`src/rtl/crop_filter.sv`:
```
// Streaming region-of-interest crop for raster-order pixel streams.
// One output register stage; kept pixels appear one cycle after acceptance.
module crop_filter #(
  parameter int PIXEL_BIT_WIDTH = 8,
  parameter int IN_ROWS         = 9,
  parameter int IN_COLS         = 9,
  parameter int OUT_ROWS        = 3,
  parameter int OUT_COLS        = 3,
  parameter int Y_1             = 2,
  parameter int X_1             = 2
) (
  input  logic                       clk,
  input  logic                       reset,
  input  logic [PIXEL_BIT_WIDTH-1:0] pixel_in,
  input  logic                       in_valid,
  output logic                       in_ready,
  output logic [PIXEL_BIT_WIDTH-1:0] pixel_out,
  output logic                       out_valid,
  input  logic                       out_ready
);

  localparam int RW = (IN_ROWS > 1) ? $clog2(IN_ROWS) : 1;
  localparam int CW = (IN_COLS > 1) ? $clog2(IN_COLS) : 1;

  localparam logic [RW-1:0] ROW_LAST = RW'(IN_ROWS - 1);
  localparam logic [CW-1:0] COL_LAST = CW'(IN_COLS - 1);
  localparam logic [RW:0]   ROW_LO   = (RW+1)'(Y_1);
  localparam logic [RW:0]   ROW_N    = (RW+1)'(OUT_ROWS);
  localparam logic [CW:0]   COL_LO   = (CW+1)'(X_1);
  localparam logic [CW:0]   COL_N    = (CW+1)'(OUT_COLS);

  if (Y_1 + OUT_ROWS > IN_ROWS || X_1 + OUT_COLS > IN_COLS ||
      OUT_ROWS < 1 || OUT_COLS < 1 || Y_1 < 0 || X_1 < 0) begin : g_bad_params
    $error("crop_filter: crop window does not fit inside the input frame");
  end

  logic [RW-1:0]              r_row;
  logic [CW-1:0]              r_col;
  logic [PIXEL_BIT_WIDTH-1:0] r_pix;
  logic                       r_vld;

  logic        w_fire;
  logic        w_keep;
  logic [RW:0] w_row_off;
  logic [CW:0] w_col_off;

  // One extra bit makes positions left/above the window wrap to large offsets
  assign w_row_off = {1'b0, r_row} - ROW_LO;
  assign w_col_off = {1'b0, r_col} - COL_LO;
  assign w_keep    = (w_row_off < ROW_N) && (w_col_off < COL_N);

  assign in_ready  = !r_vld || out_ready;
  assign w_fire    = in_valid && in_ready;
  assign pixel_out = r_pix;
  assign out_valid = r_vld;

  always_ff @(posedge clk or posedge reset) begin
    if (reset) begin
      r_row <= '0;
      r_col <= '0;
    end else if (w_fire) begin
      if (r_col == COL_LAST) begin
        r_col <= '0;
        r_row <= (r_row == ROW_LAST) ? '0 : r_row + 1'b1;
      end else begin
        r_col <= r_col + 1'b1;
      end
    end
  end

  always_ff @(posedge clk or posedge reset) begin
    if (reset) begin
      r_pix <= '0;
      r_vld <= 1'b0;
    end else if (w_fire && w_keep) begin
      r_pix <= pixel_in;
      r_vld <= 1'b1;
    end else if (out_ready) begin
      r_vld <= 1'b0;
    end
  end

endmodule

```
`config.mk`:
```
export PLATFORM = sky130hd
export DESIGN_NAME = crop_filter
export DESIGN_NICKNAME = d
export VERILOG_FILES = /design/src/rtl/crop_filter.sv
export SDC_FILE = /design/constraint.sdc
export NUM_CORES = 1
export LEC_CHECK = 0
export ABC_AREA = 0
export BUFFER_PORTS_ARGS = -buffer_cell sky130_fd_sc_hd__buf_2
export CAP_MARGIN = 10
export CORE_ASPECT_RATIO = 1.4
export CORE_UTILIZATION = 51
export DETAILED_ROUTE_END_ITERATION = 7
export PLACE_DENSITY = 0.78
export SKIP_CTS_REPAIR_TIMING = 1
export SLEW_MARGIN = 15
export SYNTH_ARGS = -nofsm -noshare
export SYNTH_HDL_FRONTEND = slang
export SYNTH_SLANG_ARGS = --single-unit
```
`constraint.sdc`:
```
create_clock -name clk -period 2.2 [get_ports clk]
set_clock_uncertainty 0.15 [all_clocks]
set_input_delay 0.11 -clock clk [delete_from_list [all_inputs] [get_ports clk]]
set_output_delay 0.11 -clock clk [all_outputs]
set_load 0.02 [all_outputs]
```
==> flow_summary.ini <==
[logic_synthesis]
synth_cell_types = 26
ys_ff_latch = 17
synthTopCellsByArea = dfrtp_1 46%, ha_1 13%, mux2_2 9.7%, inv_1 2.8%, nand2_1 2.8%
async_flop_share = 1.000
syn_area_per_cell_um2 = 11.82
synth_fp_nets = 101
synth_largest_area_cell = dfrtp_1
yosysMostFrequentCell = dfrtp_1
ys_warn_count = 0
syn_area_um2 = 933.4
synth_flop_cell = dfrtp_1
synth_common_cells = 17 x dfrtp_1, 10 x ha_1, 8 x mux2_2
seq_area_frac_synth = 0.4558
syn_inst = 79
synth_edf_count = 0
synth_top_area_frac = 0.4558

[placed_design]
portBuffers = 21
place_congestion = 0.8711
dp.cells = 120
dp_hpwl_mm = 1.270
pre_cts_ws_ps = 179.1

[sta]
final.setup.worst_slack_ps = 158.8
final-setup-viol-count = 0
rsz0062_at_grt = false
tns_ps = 0
final.period_utilization = 0.9278
fmax_ghz = 0.4899
hold_slack_ps = -18.77
tightest_slew_ps = 644.8
hold_violations = 1
relSlewSlack = 0.5696
slew_violations = 0
min_period_ps = 2041

[outcome]
status = finished with violations
violations = hold timing

[setup_path]
crit_path_end_kind = flop
crit_family = flip-flops
worst_path_largest_cell_delay_ps = 460
r2r-start = r_col[2]
critical_path_class = reg -> reg
required_ps = 2230
r2r_slack_ps = 160
crit_slowest_cell = dfrtp_1
cp_cell_sequence = inv_1 -> ha_1 -> nand2_1 -> a221oi_2 -> nand4b_4 -> mux2_1
cp-start-kind = flop
cp_max_fo = 8
startpoint = r_col[2]
crit_buf_inv = 1
arrival_ps = 2070

[finish]
diodes = 0
drive_above_1_share = 0.3596
final_cells = 133
final_util = 0.7242
regArea_um2 = 425.4
area_growth_pct = 27.08
final_nets = 137
multi_input_area_um2 = 478.0
nFillCells = 117

[floorplan]
coreArea_um2 = 1638
die_h_um = 52.62
num_rows = 17
dieWidth_um = 38.16
floorplan.initialDensity = 0.5699
die_area_um2 = 2008
ios = 22

[global_route]
use_met2 = 0.3446
grt_pass1_vias = 655
grt_use_met1 = 0.2198
grt_usage = 0.1993
grt_max_degree = 18
gr-total-overflow = 0
gr-max-usage-layer = met2
grt_pass1_wl_mm = 2.711
grtUsageMet3 = 0.02553
antenna_found_initial = 0

[detailed_routing]
drcViolationCount = 0
wirelength_mm = 1.736
first_pass_iters = 4
final_antenna_net_count = 0
wire_per_inst_um = 13.05
drtIter0Drc = 12
vias = 714
routed_via_density = 5.368

[clocking]
path_clk_slew_ps = 100
root_buffer = clkbuf_4
tritoncts = built
clock_latency_ps = 300
cts_buffers = 3
cts_buffer_depth = 2
htree_levels = 1
clock_sinks = 17

[power]
powerDensity_nw_per_um2 = 1226
power.leakage_uw = 0.0006351
ir_drop_mv = 0.6629

[hold_path]
hold_path.class = in -> reg
min_from = in_valid

[job]
cap_violations = 0
[metal layers]
layer	up-vias	wire [um]
li1	344	-
met1	336	702
met2	27	897
met3	7	84
met4	0	51
met5	-	0
[path summary, 6_finish.rpt]
| check | endpoint | cells past startpoint |
|---|---|---|
| setup / recovery | pixel_out[3] | 6 |
| hold / removal | out_valid | 3 |
| setup reg to reg | pixel_out[3] | 6 |
| hold reg to reg | pixel_out[1] | 1 |
| max in group asynchronous | pixel_out[3] | 3 |
| min in group asynchronous | pixel_out[0] | 3 |
[where the power goes]
group	internal, uW	switching, uW
Sequential	450	125
Clock	70.8	98.8
Combinational	314	395
[worst min-delay path, delay by kind of cell]
family,cells,cell delay [ps]
compound gates,1,80
buf+inv,2,200
[placed cells by master (no fill, tap or decap), types with 3 or more instances in the layout]
cell | synthesis | final
clkbuf_4 | 0 | 3
o21ai_0 | 3 | 3
nand2_1 | 7 | 7
dlygate4sd3_1 | 0 | 9
a31oi_1 | 3 | 3
dfrtp_1 | 17 | 17
nor2_1 | 4 | 4
ha_1 | 10 | 10
mux2_2 | 8 | 8
inv_1 | 7 | 7
buf_2 | 0 | 21
[cell families (layout without fill, tap and decap cells)]
| logic type | after synthesis | after routing | share of synthesized area |
|---|---|---|---|
| fa+ha+maj | 10 | 10 | 0.1340 |
| xor+xnor | 3 | 3 | 0.02816 |
| buf+inv | 8 | 43 | 0.03217 |
| simple gates | 19 | 19 | 0.1354 |
| flops | 17 | 17 | 0.4558 |
| compound gates | 12 | 12 | 0.08980 |
| mux | 10 | 10 | 0.1247 |
[sequential cells by signal (all words and copies together), names as in the netlist]
name       cells
pixel_out      8
out_valid      1
r_col          4
r_row          4
[layout make-up]
type,instances,area share
Inverter,8,0.02532
Multi-Input combinational cell,54,0.4030
Sequential cell,17,0.3586
Clock buffer,4,0.02215
Timing Repair Buffer,31,0.1709
Tap cell,19,0.02004
[metrics by stage]
stage | power (uW) | area (um2) | hold WS (ps)
detailed placement | 1281 | 1070 | 71.06
floorplan | 1087 | 933.4 | -113.9
finish | 1454 | 1186 | -18.77
global placement | 1250 | 1070 | 68.87
global route | 1570 | 1186 | 5.480
CTS | 1449 | 1096 | -251.2
(Power assumes the default switching activity.)
